File: src/rtl/mult_div_ctrl.sv
// mult_div_ctrl
// HI/LO multiply/divide sequencer for the EX stage. It accepts MULT, MULTU,
// DIV and DIVU. Multiplies wait MUL_LATENCY cycles for the product to settle.
// Divides run a 32-iteration radix-2 restoring divider. While an operation is
// in flight the block requests a pipeline stall. The 64-bit HI/LO result is
// presented with a one-cycle done pulse.

module mult_div_ctrl #(
  parameter int MUL_LATENCY = 4
) (
  input  logic        clk,
  input  logic        rst,
  input  logic        en,
  input  logic        flush,
  input  logic [5:0]  funct,
  input  logic [31:0] operand_1,
  input  logic [31:0] operand_2,
  output logic        stall_request,
  output logic        done,
  output logic [31:0] result_hi,
  output logic [31:0] result_lo
);

  typedef enum logic [1:0] {
    IDLE = 2'd0,
    MUL  = 2'd1,
    DIV  = 2'd2,
    DONE = 2'd3
  } state_t;

  localparam logic [4:0] MUL_LAST = 5'(MUL_LATENCY - 1);
  localparam logic [4:0] DIV_LAST = 5'd31;

  state_t      state_reg;
  logic [4:0]  cnt_reg;
  logic [31:0] op1_reg;       // raw multiplicand
  logic [31:0] op2_reg;       // raw multiplier, or |divisor| for divides
  logic        signed_reg;
  logic        neg_q_reg;     // quotient must be negated at the end
  logic        neg_r_reg;     // remainder takes the dividend's sign
  logic [32:0] rem_reg;       // partial remainder
  logic [31:0] quo_reg;       // dividend bits shift out the top, quotient bits in at the bottom
  logic        done_reg;
  logic [31:0] hi_reg;
  logic [31:0] lo_reg;

  // Decode of the incoming instruction
  logic        is_hilo;
  logic        is_div_op;
  logic        is_signed_op;
  logic        accept;
  logic [31:0] op1_abs;
  logic [31:0] op2_abs;

  assign is_hilo      = (funct[5:2] == 4'b0110);
  assign is_div_op    = funct[1];
  assign is_signed_op = ~funct[0];
  assign accept       = (state_reg == IDLE) && en && !flush && is_hilo;

  assign op1_abs = (is_signed_op && operand_1[31]) ? (~operand_1 + 32'd1) : operand_1;
  assign op2_abs = (is_signed_op && operand_2[31]) ? (~operand_2 + 32'd1) : operand_2;

  // Product of the latched operands. Extend each operand to 64 bits; the low
  // 64 bits of the product are then correct for both signed and unsigned.
  logic [63:0] mul_a_ext;
  logic [63:0] mul_b_ext;
  logic [63:0] product;

  assign mul_a_ext = {{32{signed_reg & op1_reg[31]}}, op1_reg};
  assign mul_b_ext = {{32{signed_reg & op2_reg[31]}}, op2_reg};
  assign product   = mul_a_ext * mul_b_ext;

  // One restoring-division step: shift in the next dividend bit, then
  // trial-subtract. A clear borrow bit means the subtraction fits.
  logic [32:0] rem_shift;
  logic [32:0] trial;
  logic        q_bit;
  logic [32:0] rem_next;
  logic [31:0] quo_next;
  logic [31:0] quo_fixed;
  logic [31:0] rem_fixed;

  assign rem_shift = {rem_reg[31:0], quo_reg[31]};
  assign trial     = rem_shift - {1'b0, op2_reg};
  assign q_bit     = ~trial[32];
  assign rem_next  = q_bit ? trial : rem_shift;
  assign quo_next  = {quo_reg[30:0], q_bit};

  // Sign correction applied on the final iteration. For -2^31 / -1 the
  // magnitude quotient is 0x80000000 and it is not negated, which yields the
  // required wrap result.
  assign quo_fixed = neg_q_reg ? (~quo_next + 32'd1) : quo_next;
  assign rem_fixed = neg_r_reg ? (~rem_next[31:0] + 32'd1) : rem_next[31:0];

  // The stall request is combinational so the pipeline freezes in the accept
  // cycle itself. A flush drops it immediately.
  assign stall_request = !flush && (accept || (state_reg == MUL) || (state_reg == DIV));

  assign done      = done_reg;
  assign result_hi = hi_reg;
  assign result_lo = lo_reg;

  // Control FSM, operand latches, divider datapath and result registers
  always_ff @(posedge clk) begin
    if (rst) begin
      state_reg  <= IDLE;
      cnt_reg    <= '0;
      op1_reg    <= '0;
      op2_reg    <= '0;
      signed_reg <= 1'b0;
      neg_q_reg  <= 1'b0;
      neg_r_reg  <= 1'b0;
      rem_reg    <= '0;
      quo_reg    <= '0;
      done_reg   <= 1'b0;
      hi_reg     <= '0;
      lo_reg     <= '0;
    end else if (flush) begin
      state_reg <= IDLE;
      cnt_reg   <= '0;
      done_reg  <= 1'b0;
    end else begin
      done_reg <= 1'b0;
      case (state_reg)
        IDLE: begin
          if (accept) begin
            cnt_reg    <= '0;
            signed_reg <= is_signed_op;
            op1_reg    <= operand_1;
            neg_q_reg  <= is_signed_op && (operand_1[31] ^ operand_2[31]);
            neg_r_reg  <= is_signed_op && operand_1[31];
            rem_reg    <= '0;
            quo_reg    <= op1_abs;
            if (!is_div_op) begin
              op2_reg   <= operand_2;
              state_reg <= MUL;
            end else if (operand_2 == 32'd0) begin
              // Divide by zero finishes at once with a fixed result
              op2_reg   <= operand_2;
              hi_reg    <= operand_1;
              lo_reg    <= 32'hFFFF_FFFF;
              done_reg  <= 1'b1;
              state_reg <= DONE;
            end else begin
              op2_reg   <= op2_abs;
              state_reg <= DIV;
            end
          end
        end

        MUL: begin
          if (cnt_reg == MUL_LAST) begin
            hi_reg    <= product[63:32];
            lo_reg    <= product[31:0];
            done_reg  <= 1'b1;
            cnt_reg   <= '0;
            state_reg <= DONE;
          end else begin
            cnt_reg <= cnt_reg + 5'd1;
          end
        end

        DIV: begin
          rem_reg <= rem_next;
          quo_reg <= quo_next;
          if (cnt_reg == DIV_LAST) begin
            hi_reg    <= rem_fixed;
            lo_reg    <= quo_fixed;
            done_reg  <= 1'b1;
            cnt_reg   <= '0;
            state_reg <= DONE;
          end else begin
            cnt_reg <= cnt_reg + 5'd1;
          end
        end

        DONE: begin
          // The instruction still sitting in EX is not accepted again here
          state_reg <= IDLE;
        end

        default: state_reg <= IDLE;
      endcase
    end
  end

endmodule

File: config.mk
export PLATFORM = sky130hd
export DESIGN_NAME = mult_div_ctrl
export DESIGN_NICKNAME = d
export VERILOG_FILES = /design/src/rtl/mult_div_ctrl.sv
export SDC_FILE = /design/constraint.sdc
export NUM_CORES = 2
export LEC_CHECK = 0
export BUFFER_PORTS_ARGS = -buffer_cell sky130_fd_sc_hd__buf_4
export CAP_MARGIN = 40
export CORE_ASPECT_RATIO = 1.5
export CORE_MARGIN = 5
export CORE_UTILIZATION = 60
export CTS_CLUSTER_SIZE = 25
export DETAILED_ROUTE_END_ITERATION = 6
export PLACE_DENSITY_LB_ADDON = 0.08
export SYNTH_ARGS = -nofsm -noshare
export SYNTH_HDL_FRONTEND = slang
export SYNTH_SLANG_ARGS = --single-unit
File: constraint.sdc
create_clock -name clk -period 9.6 [get_ports clk]
set_clock_uncertainty 0.15 [all_clocks]
set_input_delay 1.92 -clock clk [delete_from_list [all_inputs] [get_ports clk]]
set_output_delay 1.92 -clock clk [all_outputs]
set_load 0.005 [all_outputs]
# Word level (Yosys, flattened, before mapping)
# Index checks and enable logic that the tools add are counted.
dict set report totals {
  ff_bits 203
  inputBits 74
  word_cells 99
}
dict set report classes {
  addsub 6
  multipliers 1
  n_eq_ne 11
  n_mux 39
  bitwise_logic 10
  n_reduce_logical 20
}
# op count
set op_table {}
lappend op_table {{two-way mux 32 bit} 19}
lappend op_table {{one-hot mux 32 bit (3 select lines)} 2}
lappend op_table {{adder 32 x 1 -> 32 bit, second input constant} 4}
lappend op_table {{NOT 32 bit} 4}
lappend op_table {{one-hot mux 32 bit (2 select lines)} 2}
lappend op_table {{multiplier 33 x 33 -> 64 bit} 1}
lappend op_table {{subtractor 33 x 32 -> 33 bit} 1}
lappend op_table {{logical NOT 32 bit} 1}
lappend op_table {{two-way mux 5 bit} 3}
lappend op_table {{one-hot mux 5 bit (3 select lines)} 1}
lappend op_table {{AND reduction 3 bit} 3}
lappend op_table {{two-way mux 2 bit} 4}
lappend op_table {{one-hot mux 2 bit (4 select lines)} 1}
lappend op_table {{logical AND 1 bit} 7}
lappend op_table {{AND reduction 7 bit} 1}
lappend op_table {{two-way mux 1 bit} 6}
lappend op_table {{inequality test 2 x 1 -> 1 bit, second input constant} 3}
lappend op_table {{adder 5 x 1 -> 5 bit, second input constant} 1}
lappend op_table {{== test 5 x 2 -> 1 bit, second input constant} 1}
lappend op_table {{== test 5 bit, second input constant} 1}
lappend op_table {{== test 2 bit, second input constant} 2}
lappend op_table {{== test 4 x 3 -> 1 bit, second input constant} 1}
lappend op_table {{inequality test 2 bit, second input constant} 2}
lappend op_table {{NOT 1 bit} 3}
lappend op_table {{other kinds (11)} 13}

# Depth between registers and ports, before layout
dict set report depth {
  word_depth 7
  ltp_mapped 32
  depth_no_buf 30
}

# Worst setup path after synthesis
# Ideal clock, no wire load.
dict set report synth_path {
  path_kind {register to register}
  startpoint {register op1_reg[31]}
  endpoint {register hi_reg[29] (netlist: result_hi[29])}
  setup_ns 0.120
  arrival_ns 8.220
  required_ns 9.330
  path_slack_ns 1.111
  path_stages_with_launch 29
  path_buffers 2
  synth_period_minus_slack_ns 8.489
  path_cell_list {dfxtp_1 -> clkbuf_1 -> and2_1 -> clkbuf_1 -> nand2_1 -> inv_1 -> fa_1 -> inv_1 -> fa_1 -> inv_1 -> fa_1 -> fa_1 -> inv_1 -> fa_1 -> inv_1 -> fa_1 -> inv_1 -> fa_1 -> fa_1 -> inv_1 -> ha_1 -> nand4_1 -> a2111oi_0 -> nor3_1 -> o41ai_1 -> a2111oi_0 -> a221oi_1 -> nor3_1 -> a211o_1}
}
dict set report synth_between {
  elab_chain_len 4
}
# item line
set synth_lines {}
lappend synth_lines {{start: declaration} 36} ;# logic [31:0] op1_reg;
lappend synth_lines {{start signal: assignment} 129} ;# op1_reg <= operand_1;
lappend synth_lines {{bitwise AND 1 bit} 69} ;# assign mul_a_ext = {{32{signed_reg & op1_reg[31]}}, op1_reg};
lappend synth_lines {{multiplier 33 x 33 -> 64 bit (*)} 71} ;# assign product = mul_a_ext * mul_b_ext;
lappend synth_lines {{two-way mux 32 bit (*)} 152} ;# if (cnt_reg == MUL_LAST) begin
lappend synth_lines {{one-hot mux 32 bit (3 select lines) (*)} 124} ;# case (state_reg)
lappend synth_lines {{end signal: assignment} 140} ;# hi_reg <= operand_1;
lappend synth_lines {{end signal: assignment} 153} ;# hi_reg <= product[63:32];
lappend synth_lines {{end signal: assignment} 167} ;# hi_reg <= rem_fixed;
lappend synth_lines {{end: declaration} 44} ;# logic [31:0] hi_reg;
# Mark *: on every way between the ends. The rest lies on a longest branch, timed or not. The select of a mux whose other input is x is not followed.
# A chain may end at the register's enable or synchronous reset.

# Worst setup path after layout
dict set report layout_path {
  startpoint {register op1_reg[12]}
  endpoint {register hi_reg[29] (netlist: result_hi[29])}
}
dict set report layout_between {
  elab_chain_len 3
}
# item line
set layout_lines {}
lappend layout_lines {{multiplier 33 x 33 -> 64 bit} 71}
lappend layout_lines {{two-way mux 32 bit} 152}
lappend layout_lines {{one-hot mux 32 bit (3 select lines)} 124}
# Every way passes these cells. The select of a mux whose other input is x is not followed.

==> run metrics <==
delay-heaviest family, CP=adder cells; Setup Viol. Count Final=0; Power Density=41.4 mW/mm^2; Critical Path Start Type=register; Mean Syn Cell Area=8.54 um^2; period utilization=96.7%; EDFF count, synth=0; Slew @ Worst Pin=0.872 ns; core box area=0.0860 mm^2; nets@finish=7449; area grow syn2layout=6.45%; multiplexer area fraction after synthesis=0.653%; CP max-delay cell=fa_1; Clock power frac=41.9%; most frequent cells in the layout=1183 x inv_1, 1126 x fa_1, 1018 x nand2_1, 356 x and2_1; sequential-to-total area share from yosys stat=7.85%; vias in the first global route=44.8k; Buffers & Inverters on Critical Path=6; initial antenna violation count=5; Max FO, Critical Path=31; I/O pin count=140; RSZ-0062 raised after global routing=false; final hold violations=0; Post-Syn Instances=6062; fmax=108 MHz; Die Area=0.0924 mm^2; htree depth=1; post-route ant nets=0; pin count of the biggest net entering global routing=89; Vias=41.9k; TritonCTS clock tree=done; Reg2Reg Setup Slack=0.32 ns; overall overflow remaining after global route=0; CP Capture Type=register; synth warn=0; chip width=250 um; Synth Area in Compound Gates=9.45%; cell mode on critical path=fa_1; Pleak=26.4 nW; detailed-route DRC error count=0; share of layout cells above drive strength 1=6.84%; Final Util=64.0%; GRT Util Overall=33.7%; routed len/inst=21.5 um; Post-Synth XOR/XNOR Area=3.52%; status=finished clean; sequential cell area=0.00409 mm^2; largest cells by area after synthesis=fa_1 44%, inv_1 8.6%, dfxtp_1 7.9%; Starting DRT DRC Count=3023; row count=132; Yosys top cell area share=43.6%; critical path required time=9.89 ns; Yosys cell types=101; simple-gate area share of the yosys netlist=17.4%; Synth Area in Adders=49.7%; critical path class=register to register; post-synth net total=7516; Max Cap Viol=0; total CTS buffers=23; GP Congestion=0.999; final wirelength=154000 um; area leader, netlist=fa_1; Async SR Flop Fraction=0%; most common cell after layout, fill and taps aside=inv_1; internal power=1.54 mW; CTS Root Cell=clkbuf_16; final-report max-slew violation count=0; predominant post-synthesis flop cell=dfxtp_1; VDD IR max=0.125 mV; area of the multi-input gates=0.0418 mm^2; first-pass GRT wire length=246000 um; Seq cells post-synth=203; mapped cell area=0.0518 mm^2; post-DP HPWL=128000 um; Final min period=9.28 ns; CP max stage delay=0.60 ns; sw power=0.744 mW; Die H=370 um; Switching Fraction=32.6%; Initial Util=60.2%; 1st-pass router iterations=6; IO Port Bufs=139; fill count=7452; Slew Limit Headroom=41.3%; worst-skew pair later-pin latency=0.57 ns; clk buf depth=3; largest family of logic cells by synthesized area=adder cells; Hold Crit Class=register to register; CP Data Arrival Time=9.57 ns; sequential share of power=37.5%; setup TNS=0 ns; Gate power share=20.6%; TritonCTS Sinks=203; Worst-path clk slew=0.07 ns; number of post-CTS setup repair buffers=0; vias per cell=5.85
==> path summary, 6_finish.rpt <==
check	from	cells after the start	endpoint
worst max-delay path	op1_reg[12]$_SDFFE_PP0P_	28	result_hi[29]$_SDFFE_PP0P_
worst min-delay path	result_hi[6]$_SDFFE_PP0P_	2	result_hi[6]$_SDFFE_PP0P_
worst max register to register	op1_reg[12]$_SDFFE_PP0P_	28	result_hi[29]$_SDFFE_PP0P_
worst min register to register	result_hi[6]$_SDFFE_PP0P_	2	result_hi[6]$_SDFFE_PP0P_
==> what timing repair did <==
item,4_1_cts,5_1_grt
endpoints found under the setup margin,1,9
resized for setup,1,26
gates cloned,0,0
hold buffers,0,0
==> final cells by class <==
type                    instances  share of cell area [%]
clock buffers                  31                    1.17
flip-flops and latches        203                    7.42
multi-input cells            4294                    75.9
repair buffers                288                    4.62
inverters                    1185                    8.08
diodes                          3                  0.0136
clock inverters                11                   0.245
well taps                    1139                    2.59
==> layer usage <==
layer	share of wire, %	up-vias	global-route usage (%)
met5	0.017	-	0
met4	5.5	4	14.1
met3	7.7	461	4.79
met2	50	1777	59.1
met1	36	21200	42.0
li1	-	18400	-
==> synth_stat cells, drive strengths merged (24+ instances only) <==
master     n
inv     1184
fa      1126
nand2   1018
and2     357
clkbuf   354
ha       254
nor2     243
a21oi    231
dfxtp    203
o21ai    135
xnor2    124
xor2      82
nor3      70
a21o      53
a31oi     48
a211oi    46
a221oi    43
nand3     42
and3      37
mux2i     30
or3       30
buf       26
o31ai     26
nor4      24
==> per-stage QoR <==
step           worst slack, ns  hold WS (ns)  instances  instance area, um^2  total power, mW
4_1_cts                 0.0867         0.322       7151                55000             2.27
3_5_place_dp            0.0487         0.303       7109                54300             1.33
3_3_place_gp             0.159         0.291       7090                53900             1.32
5_1_grt                 0.0145         0.337       7152                55100             2.34
6_report                 0.321         0.319       7154                55100             2.28
2_1_floorplan             1.11         0.298       6062                51800             1.17
==> worst min-delay path, cell delays in order, from the launching register on <==
cell and delay [ns]:
dfxtp_1 0.31, nand2_1 0.05, a21oi_1 0.06
==> logic make-up after synthesis <==
kind of cell / Yosys count
AND/OR/NAND/NOR: 1940
buffers and inverters: 1565
adder cells (fa/ha/maj): 1380
AO/OA/AOI/OAI: 735
XOR/XNOR: 206
flip-flops: 203
multiplexers: 33
==> power by group through the flow <==
stage	logic (mW)	clock network, mW	registers [mW]
detailed placement	0.454	0	0.874
finish	0.469	0.956	0.855
global route	0.495	0.989	0.855
CTS	0.456	0.961	0.855
global placement	0.447	0	0.877
floorplan	0.306	0	0.867
Power figures use the tool's default switching activity.
